$ cat src/rtl/dqn_pkg.sv
// Shared definitions for the DQN forward-propagation control path:
// datapath phase codes, Q-value fixed-point type and default state count.
package dqn_pkg;

  localparam int unsigned N_ST_DEF = 9;
  localparam int unsigned Q_W      = 16;

  // Signed Q6.10 activation value
  typedef logic signed [Q_W-1:0] q_t;

  localparam logic [3:0] CTRL_IDLE   = 4'd0;
  localparam logic [3:0] CTRL_CLR    = 4'd1;
  localparam logic [3:0] CTRL_HACC   = 4'd2;
  localparam logic [3:0] CTRL_HACT   = 4'd3;
  localparam logic [3:0] CTRL_OACC   = 4'd4;
  localparam logic [3:0] CTRL_OACT   = 4'd5;
  localparam logic [3:0] CTRL_ARGMAX = 4'd6;
  localparam logic [3:0] CTRL_DONE   = 4'd7;

  // State codes double as the ctrl codes driven to the datapath
  typedef enum logic [3:0] {
    StIdle   = CTRL_IDLE,
    StClr    = CTRL_CLR,
    StHacc   = CTRL_HACC,
    StHact   = CTRL_HACT,
    StOacc   = CTRL_OACC,
    StOact   = CTRL_OACT,
    StArgmax = CTRL_ARGMAX,
    StDone   = CTRL_DONE
  } state_e;

endpackage

$ cat src/rtl/fwd_prop_seq_if.sv
// Request/result bundle between the agent controller (master) and the
// forward-propagation sequencer (slave).
interface fwd_prop_seq_if import dqn_pkg::*; #(
  parameter int unsigned W = Q_W
) ();

  logic                start;
  logic [3:0]          st_in;
  logic                abort;
  logic signed [W-1:0] q_1;
  logic signed [W-1:0] q_2;
  logic signed [W-1:0] q_3;
  logic signed [W-1:0] q_4;
  logic [3:0]          ctrl;
  logic [3:0]          step;
  logic [3:0]          st;
  logic                acc_clr;
  logic                busy;
  logic                done;
  logic                err;
  logic [1:0]          action;
  logic signed [W-1:0] q_max;

  modport master (
    output start, st_in, abort, q_1, q_2, q_3, q_4,
    input  ctrl, step, st, acc_clr, busy, done, err, action, q_max
  );

  modport slave (
    input  start, st_in, abort, q_1, q_2, q_3, q_4,
    output ctrl, step, st, acc_clr, busy, done, err, action, q_max
  );

endinterface

$ cat src/rtl/qmax_scan.sv
// Sequential 4-entry signed max/argmax scan, one entry per enabled cycle.
// The result outputs already include the current cycle's compare.
module qmax_scan import dqn_pkg::*; #(
  parameter int unsigned W = Q_W
) (
  input  logic                clk,
  input  logic                rst,
  input  logic                load,
  input  logic                en,
  input  logic [1:0]          idx,
  input  logic signed [W-1:0] q [4],
  output logic signed [W-1:0] max_nxt,
  output logic [1:0]          arg_nxt
);

  logic signed [W-1:0] max_q;
  logic [1:0]          arg_q;
  logic signed [W-1:0] sel;

  assign sel = q[idx];

  // Strict greater-than keeps the lowest index on ties
  always_comb begin
    max_nxt = max_q;
    arg_nxt = arg_q;
    if (load) begin
      max_nxt = sel;
      arg_nxt = idx;
    end else if (en && (sel > max_q)) begin
      max_nxt = sel;
      arg_nxt = idx;
    end
  end

  always_ff @(posedge clk or negedge rst) begin
    if (!rst) begin
      max_q <= '0;
      arg_q <= '0;
    end else begin
      max_q <= max_nxt;
      arg_q <= arg_nxt;
    end
  end

endmodule

$ cat src/rtl/fwd_prop_seq.sv
// Forward-propagation sequencer: turns one start request into the datapath
// phase stream, then scans the four Q-values for the greedy action.
module fwd_prop_seq import dqn_pkg::*; #(
  parameter int unsigned N_ST    = N_ST_DEF,
  parameter int unsigned ACT_CYC = 1,
  parameter int unsigned W       = Q_W
) (
  input logic           clk,
  input logic           rst,
  fwd_prop_seq_if.slave bus
);

  localparam logic [3:0] StMax   = 4'(N_ST);
  localparam logic [2:0] ActLast = 3'(ACT_CYC - 1);

  state_e              state_q, state_d;
  logic [2:0]          cnt_q, cnt_d;
  logic                abort_q, abort_d;
  logic [3:0]          step_q, step_d;
  logic [3:0]          st_q, st_d;
  logic                err_q, err_d;
  logic [1:0]          action_q, action_d;
  logic signed [W-1:0] q_max_q, q_max_d;

  logic                st_ok;
  logic                scan_en;
  logic                scan_load;
  logic signed [W-1:0] q_vec [4];
  logic signed [W-1:0] scan_max;
  logic [1:0]          scan_arg;

  assign q_vec[0]  = bus.q_1;
  assign q_vec[1]  = bus.q_2;
  assign q_vec[2]  = bus.q_3;
  assign q_vec[3]  = bus.q_4;
  assign st_ok     = (bus.st_in != 4'd0) && (bus.st_in <= StMax);
  assign scan_en   = (state_q == StArgmax);
  assign scan_load = scan_en && (cnt_q[1:0] == 2'd0);

  qmax_scan #(
    .W (W)
  ) u_scan (
    .clk     (clk),
    .rst     (rst),
    .load    (scan_load),
    .en      (scan_en),
    .idx     (cnt_q[1:0]),
    .q       (q_vec),
    .max_nxt (scan_max),
    .arg_nxt (scan_arg)
  );

  always_comb begin
    state_d  = state_q;
    cnt_d    = cnt_q;
    abort_d  = abort_q;
    step_d   = step_q;
    st_d     = st_q;
    err_d    = 1'b0;
    action_d = action_q;
    q_max_d  = q_max_q;

    // Abort from any busy state routes through one clear cycle back to idle
    if ((state_q != StIdle) && bus.abort) begin
      state_d = StClr;
      abort_d = 1'b1;
      cnt_d   = '0;
    end else begin
      unique case (state_q)
        StIdle: begin
          if (bus.start) begin
            if (st_ok) begin
              st_d    = bus.st_in;
              step_d  = (step_q == 4'd15) ? 4'd1 : step_q + 4'd1;
              abort_d = 1'b0;
              state_d = StClr;
            end else begin
              err_d = 1'b1;
            end
          end
        end
        StClr: begin
          state_d = abort_q ? StIdle : StHacc;
          abort_d = 1'b0;
        end
        StHacc: begin
          state_d = StHact;
          cnt_d   = '0;
        end
        StHact: begin
          if (cnt_q == ActLast) begin
            state_d = StOacc;
          end else begin
            cnt_d = cnt_q + 3'd1;
          end
        end
        StOacc: begin
          state_d = StOact;
          cnt_d   = '0;
        end
        StOact: begin
          if (cnt_q == ActLast) begin
            state_d = StArgmax;
            cnt_d   = '0;
          end else begin
            cnt_d = cnt_q + 3'd1;
          end
        end
        StArgmax: begin
          if (cnt_q[1:0] == 2'd3) begin
            state_d  = StDone;
            action_d = scan_arg;
            q_max_d  = scan_max;
          end else begin
            cnt_d = cnt_q + 3'd1;
          end
        end
        StDone:  state_d = StIdle;
        default: state_d = StIdle;
      endcase
    end
  end

  always_ff @(posedge clk or negedge rst) begin
    if (!rst) begin
      state_q  <= StIdle;
      cnt_q    <= '0;
      abort_q  <= 1'b0;
      step_q   <= '0;
      st_q     <= '0;
      err_q    <= 1'b0;
      action_q <= '0;
      q_max_q  <= '0;
    end else begin
      state_q  <= state_d;
      cnt_q    <= cnt_d;
      abort_q  <= abort_d;
      step_q   <= step_d;
      st_q     <= st_d;
      err_q    <= err_d;
      action_q <= action_d;
      q_max_q  <= q_max_d;
    end
  end

  assign bus.ctrl    = state_q;
  assign bus.busy    = (state_q != StIdle);
  assign bus.acc_clr = (state_q == StClr);
  assign bus.done    = (state_q == StDone);
  assign bus.err     = err_q;
  assign bus.step    = step_q;
  assign bus.st      = st_q;
  assign bus.action  = action_q;
  assign bus.q_max   = q_max_q;

endmodule

$ cat src/flat_wrapper.sv
// flat-port wrapper written by rule: the top's interface ports become plain ports
module fwd_prop_seq_flat import dqn_pkg::*;
#(
  parameter int unsigned N_ST    = N_ST_DEF,
  parameter int unsigned ACT_CYC = 1,
  parameter int unsigned W       = Q_W
)
  (clk, rst, bus_start, bus_st_in, bus_abort, bus_q_1, bus_q_2, bus_q_3, bus_q_4, bus_ctrl, bus_step, bus_st, bus_acc_clr, bus_busy, bus_done, bus_err, bus_action, bus_q_max);
  fwd_prop_seq_if #(.W(W)) bus_i ();
  input logic clk;
  input logic rst;
  input wire logic [$bits(bus_i.start)-1:0] bus_start;
  input wire logic [$bits(bus_i.st_in)-1:0] bus_st_in;
  input wire logic [$bits(bus_i.abort)-1:0] bus_abort;
  input wire logic [$bits(bus_i.q_1)-1:0] bus_q_1;
  input wire logic [$bits(bus_i.q_2)-1:0] bus_q_2;
  input wire logic [$bits(bus_i.q_3)-1:0] bus_q_3;
  input wire logic [$bits(bus_i.q_4)-1:0] bus_q_4;
  output wire logic [$bits(bus_i.ctrl)-1:0] bus_ctrl;
  output wire logic [$bits(bus_i.step)-1:0] bus_step;
  output wire logic [$bits(bus_i.st)-1:0] bus_st;
  output wire logic [$bits(bus_i.acc_clr)-1:0] bus_acc_clr;
  output wire logic [$bits(bus_i.busy)-1:0] bus_busy;
  output wire logic [$bits(bus_i.done)-1:0] bus_done;
  output wire logic [$bits(bus_i.err)-1:0] bus_err;
  output wire logic [$bits(bus_i.action)-1:0] bus_action;
  output wire logic [$bits(bus_i.q_max)-1:0] bus_q_max;
  assign bus_i.start = bus_start;
  assign bus_i.st_in = bus_st_in;
  assign bus_i.abort = bus_abort;
  assign bus_i.q_1 = bus_q_1;
  assign bus_i.q_2 = bus_q_2;
  assign bus_i.q_3 = bus_q_3;
  assign bus_i.q_4 = bus_q_4;
  assign bus_ctrl = bus_i.ctrl;
  assign bus_step = bus_i.step;
  assign bus_st = bus_i.st;
  assign bus_acc_clr = bus_i.acc_clr;
  assign bus_busy = bus_i.busy;
  assign bus_done = bus_i.done;
  assign bus_err = bus_i.err;
  assign bus_action = bus_i.action;
  assign bus_q_max = bus_i.q_max;
  fwd_prop_seq #(.N_ST(N_ST), .ACT_CYC(ACT_CYC), .W(W)) u_core (.clk(clk), .rst(rst), .bus(bus_i));
endmodule
$ cat config.mk
export PLATFORM = sky130hd
export DESIGN_NAME = fwd_prop_seq_flat
export DESIGN_NICKNAME = d
export VERILOG_FILES = /design/src/rtl/dqn_pkg.sv /design/src/rtl/fwd_prop_seq_if.sv /design/src/rtl/qmax_scan.sv /design/src/rtl/fwd_prop_seq.sv /design/src/flat_wrapper.sv
export SDC_FILE = /design/constraint.sdc
export NUM_CORES = 1
export LEC_CHECK = 0
export CORE_MARGIN = 5
export CORE_UTILIZATION = 43
export CTS_BUF_LIST = sky130_fd_sc_hd__clkbuf_8 sky130_fd_sc_hd__clkbuf_16
export DETAILED_ROUTE_END_ITERATION = 6
export GPL_TIMING_DRIVEN = 0
export HOLD_SLACK_MARGIN = 0.15
export PLACE_DENSITY = 0.82
export SYNTH_ARGS = -nofsm -noshare
export SYNTH_HDL_FRONTEND = slang
export SYNTH_SLANG_ARGS = --single-unit
$ cat constraint.sdc
create_clock -name clk -period 4.4 [get_ports clk]
set_clock_uncertainty 0.15 [all_clocks]
set_input_delay 0.88 -clock clk [delete_from_list [all_inputs] [get_ports clk]]
set_output_delay 0.88 -clock clk [all_outputs]
set_load 0.01 [all_outputs]
Word level (Yosys, flattened, before mapping):

Cells that the tools add are included.

* register bits: 53
* input port bits: 72
* logic and storage cells: 79

* $add $sub $neg: 2
* $lt $le $gt $ge: 3
* eq/ne operators: 16
* multiplexer cells: 29
* bitwise operators: 2
* reductions and logical operators: 17

Operators with widths (count)
* 2-to-1 mux 16 bit: 4
* binary-select mux 16 bit (select 2 bit): 1
* 2-to-1 mux 4 bit: 7
* case mux 4 bit (7 select lines): 1
* == test 4 x 3 -> 1 bit, second input constant: 4
* greater-than comparator 16 bit: 1
* 2-to-1 mux 3 bit: 4
* case mux 3 bit (4 select lines): 1
* != test 3 x 1 -> 1 bit, second input constant: 3
* AND reduction 3 bit: 3
* == test 4 x 2 -> 1 bit, second input constant: 2
* nonzero test 4 bit: 2
* 2-to-1 mux 1 bit: 7
* 2-to-1 mux 2 bit: 3
* != test 3 x 2 -> 1 bit, second input constant: 2
* != test 3 bit, second input constant: 2
* AND reduction 5 bit: 1
* nonzero test 5 bit: 1
* adder 4 x 1 -> 4 bit, second input constant: 1
* == test 4 x 1 -> 1 bit, second input constant: 1
* == test 4 bit, second input constant: 1
* <= comparator 4 bit, second input constant: 1
* logical AND 1 bit: 4
* logical NOT 4 bit: 1
* 11 further kinds: 11

Depth between registers and ports, before layout:

* word-level depth: 8
* depth in mapped cells: 12
* mapped depth without buffers: 9

Cells and area by module:

From an unflattened synthesis, not the netlist that was laid out.

* cells, all modules: 256
* area, all modules: 3156.8 sq um

By module, submodules not included
* fwd_prop_seq: times used 1, cells each 136, area an instance 1615.3 sq um, seq. area each 850.8 sq um
* qmax_scan: times used 1, cells each 120, area an instance 1541.5 sq um, seq. area each 450.4 sq um

Least setup slack after synthesis:

Ideal clock, no wire load.

* path type: flip-flop to flip-flop
* from: reg u_core.cnt_q[0]
* to: reg u_core.u_scan.max_q[10]
* arrival: 3453 ps
* required time: 4125 ps
* path slack: 672 ps
* stages on the path, launching flop included: 12
* path buffers: 3
* clock period less this slack: 3728 ps
* path through: dfrtp_1 -> buf_2 -> buf_2 -> mux4_2 -> ha_1 -> nand4_1 -> or3_1 -> and4_4 -> o211ai_4 -> nand3_4 -> buf_6 -> mux2_4

* word-level cells in the longest chain between the ends: 8

RTL lines
* start: declaration: RTL line fwd_prop_seq.sv:17 `logic [2:0] cnt_q, cnt_d;`
* start signal: assignment: RTL line fwd_prop_seq.sv:136 `cnt_q <= cnt_d;`
* inverter 2 -> 3 bit (not written as such): RTL line qmax_scan.sv:20 `assign sel = q[idx];`
* binary-select mux 16 bit (select 2 bit): RTL line qmax_scan.sv:20
* 2-to-1 mux 16 bit (not written as such) (2 in series): RTL line qmax_scan.sv:20
* greater-than comparator 16 bit: RTL line qmax_scan.sv:29 `end else if (en && (sel > max_q)) begin`
* logical AND 1 bit: RTL line qmax_scan.sv:29
* 2-to-1 mux 16 bit: RTL line qmax_scan.sv:29
* 2-to-1 mux 16 bit *: RTL line qmax_scan.sv:26 `if (load) begin`
* via u_core.scan_max[10]: RTL line fwd_prop_seq.sv:29 `logic signed [W-1:0] scan_max;`
* end signal: assignment: RTL line qmax_scan.sv:40 `max_q <= max_nxt;`
* end: declaration: RTL line qmax_scan.sv:16 `logic signed [W-1:0] max_q;`

The timed path passes the listed nets; every way through them passes the cells marked *. The select of a mux whose other input is x is not followed.
A chain may end at the register's enable or synchronous reset.

Worst setup path in the final report:

* from: reg u_core.cnt_q[0]
* to: reg u_core.u_scan.max_q[14]

Same word-level chain as after synthesis.

==> metrics <==
first-pass GRT wire length 15000 um; top sig layer met4; CP top delay family simple AND/OR/NAND/NOR gates; Async S/R FF share, synth 1.00; Synth top area share 0.401; Peak Freq 0.239 GHz; RSZ-0062 raised after global routing no; num ports 106; post-synthesis cell type count 46; Die Area 9390 um^2; Die H 96.9 um; H-tree level count 2; Internal 1.10 mW; CTS sink cnt 52; clock share of power 0.177; FF+latch area 1300 um^2; share of cells above drive strength 1 0.144; Startpoint Class flip-flop; worst endpoint required time 4.45 ns; CTS buffer count 5; CTS tree done; nets 514; wire length on met2 4760 um; initial core utilization 0.445; Post-Syn Area per Cell 10.4 um^2; Max Root-Sink Buffers 2; total wire length 9120 um; CP max FO 10; area leader, netlist dfrtp_1; leakage 1.91 nW; gr usage total 0.195; Crit Path Category reg -> reg; Core Area 7290 um^2; dpl hpwl 6980 um; hold buffer count at CTS 0; IR drop worst, VDD 0.000179 V; Seq/Total Area, Yosys 0.401; buffers added on ports 104; vias in the first global route 3051; Post-synth EDFFs 0; status completed; met3 wire length 552 um; CP max stage delay 0.58 ns; post-route ant nets 0; largest net degree at the start of global routing 39; Finished Core Util 0.621; Tmin final 4.19 ns; worst slew pin tran 0.573 ns; Worst path most repeated cell clkbuf_4; main flop type after synthesis dfrtp_1; Post-route DRC 0; Arr. time, crit path 4.24 ns; Final Worst Setup Slack 0.214 ns; ranking of synthesized cells by area dfrtp_1 40%, mux4_2 11%, ha_1 7.3%, mux2_2 4.2%, a21oi_1 4.0%; Vias 2903; worst path cell trace clkbuf_4 > clkbuf_4 > mux4_2 > ha_1 > nand4_1 > or3_1 > and4_4 > o211ai_4 > nand3_4 > buf_6 > mux2_4; synthesized cell area 3250 um^2; grt ovf 0; Die W 96.9 um; Post-Place Worst Slack -0.154 ns; First-pass DRT Iterations 4; pwr/cell area 365 nW/um^2; final std cells w/o fill 523; CTS root buffer clkbuf_8; M1 wire length 3620 um; clk slew on worst S/H paths 0.10 ns; DP Area 4430 um^2; initial antenna violation count 0; most instantiated cells after synthesis 52 x dfrtp_1, 26 x a21oi_1, 24 x nor2_1, 24 x o21ai_0; Slew Viols, Final 0; Fin. Hold Viols 0; part of the power in combinational logic 0.416; Reg power frac 0.407; post-DR vias/cell 5.55; Iter 0 DRT Violations 208; Switching Fraction 0.336; Syn Inst Count 312; # Max-Cap Violations 0; RePlAce Congestion 0.843; Fill cells 630; CP Capture Type flip-flop; num rows 31; syn_nets 403; Tcrit/Tclk final 0.951; wire length per cell 17.4 um; # placed instances 516; antenna cells 0; slew margin rel. 0.618; number of synthesized register bits 52; multi-input logic area 1780 um^2; HP Class in -> async; post-route cell area 4530 um^2; Setup Viol. Count Final 0; CP bufs+invs 3; CP max-delay cell mux4_2; area grow syn2layout 39.5%; P_sw 0.556 mW; Synth warnings 0; count leader, synth dfrtp_1; Worst-Skew Late Latency 0.31 ns
==> power groups by stage <==
stage	combinational, mW	sequential, mW	clock (mW)
final	0.689	0.674	0.292
after global routing	0.760	0.690	0.311
after global placement	0.657	0.669	0
after detailed placement	0.685	0.680	0
after floorplan	0.390	0.680	0
after CTS	0.690	0.671	0.293
==> flip-flops by register name, summed over array words and instances (netlist names) <==
name,flops
u_core.bus.step,4
u_core.bus.action,2
u_core.cnt_q,3
u_core.abort_q,1
u_core.bus.st,4
u_core.bus.ctrl,3
u_core.u_scan.arg_q,2
u_core.u_scan.max_q,16
u_core.bus.q_max,16
u_core.bus.err,1
==> cell usage in the layout (no fill, tap or decap), drive strengths merged, types with 4 or more instances in the layout <==
cell type        n
a31oi           16
nor2            24
buf              5
a21oi           26
nor3             4
nand2           22
ha              19
mux4            16
nand3            5
inv             22
nand4            5
clkdlybuf4s50  103
o21ai           24
dfrtp           52
mux2            20
clkbuf          22
==> routing by layer <==
layer,vias to the layer above,GRT usage
met5,-,0
met4,0,0.0637
met3,15,0.0446
met2,119,0.342
met1,1407,0.236
li1,1362,-
==> kinds of logic after synthesis <==
family / share of synthesized area
xor+xnor: 0.00540
flops: 0.401
simple gates: 0.108
buf+inv: 0.0532
fa+ha+maj: 0.0732
compound gates: 0.162
mux: 0.196
other cells: 0.00115
==> area by class of cell <==
class / instances / area share
plain buffers: 19 / 0.0207
clock buffers: 6 / 0.0182
clock inverters: 2 / 0.00221
inverters: 22 / 0.0182
multi-input cells: 218 / 0.393
flip-flops and latches: 52 / 0.287
well taps: 99 / 0.0273
repair buffers: 105 / 0.233
==> path summary, 6_finish.rpt <==
check / startpoint / to / slack (ns) / cells past startpoint
worst max-delay path: u_core.cnt_q[0] / u_core.u_scan.max_q[14] / 0.21 / 11
worst max register to register: u_core.cnt_q[0] / u_core.u_scan.max_q[14] / 0.21 / 11
min in group clk: u_core.cnt_q[2] / u_core.cnt_q[2] / 0.34 / 1
max in group asynchronous: rst / u_core.u_scan.max_q[9] / 3.26 / 2
worst min register to register: u_core.cnt_q[2] / u_core.cnt_q[2] / 0.34 / 1
worst min-delay path: rst / u_core.bus.ctrl[1] / 0.32 / 1
==> repair_timing <==
action / in CTS / in global routing
pin swaps: 0 / 0
setup endpoints to repair: 25 / 24
resized for setup: 1 / 5
buffers inserted: 0 / 0
==> per-stage QoR <==
| step | hold WS (ns) | TNS, ns | total power, mW |
|---|---|---|---|
| 3_3_place_gp | 0.313 | -0.210 | 1.33 |
| 3_5_place_dp | 0.326 | -1.80 | 1.36 |
| 4_1_cts | 0.325 | 0 | 1.65 |
| 5_1_grt | 0.336 | 0 | 1.76 |
| 2_1_floorplan | 0.292 | 0 | 1.07 |
| 6_report | 0.319 | 0 | 1.66 |
Note: power is estimated with default switching activity, not from simulation.
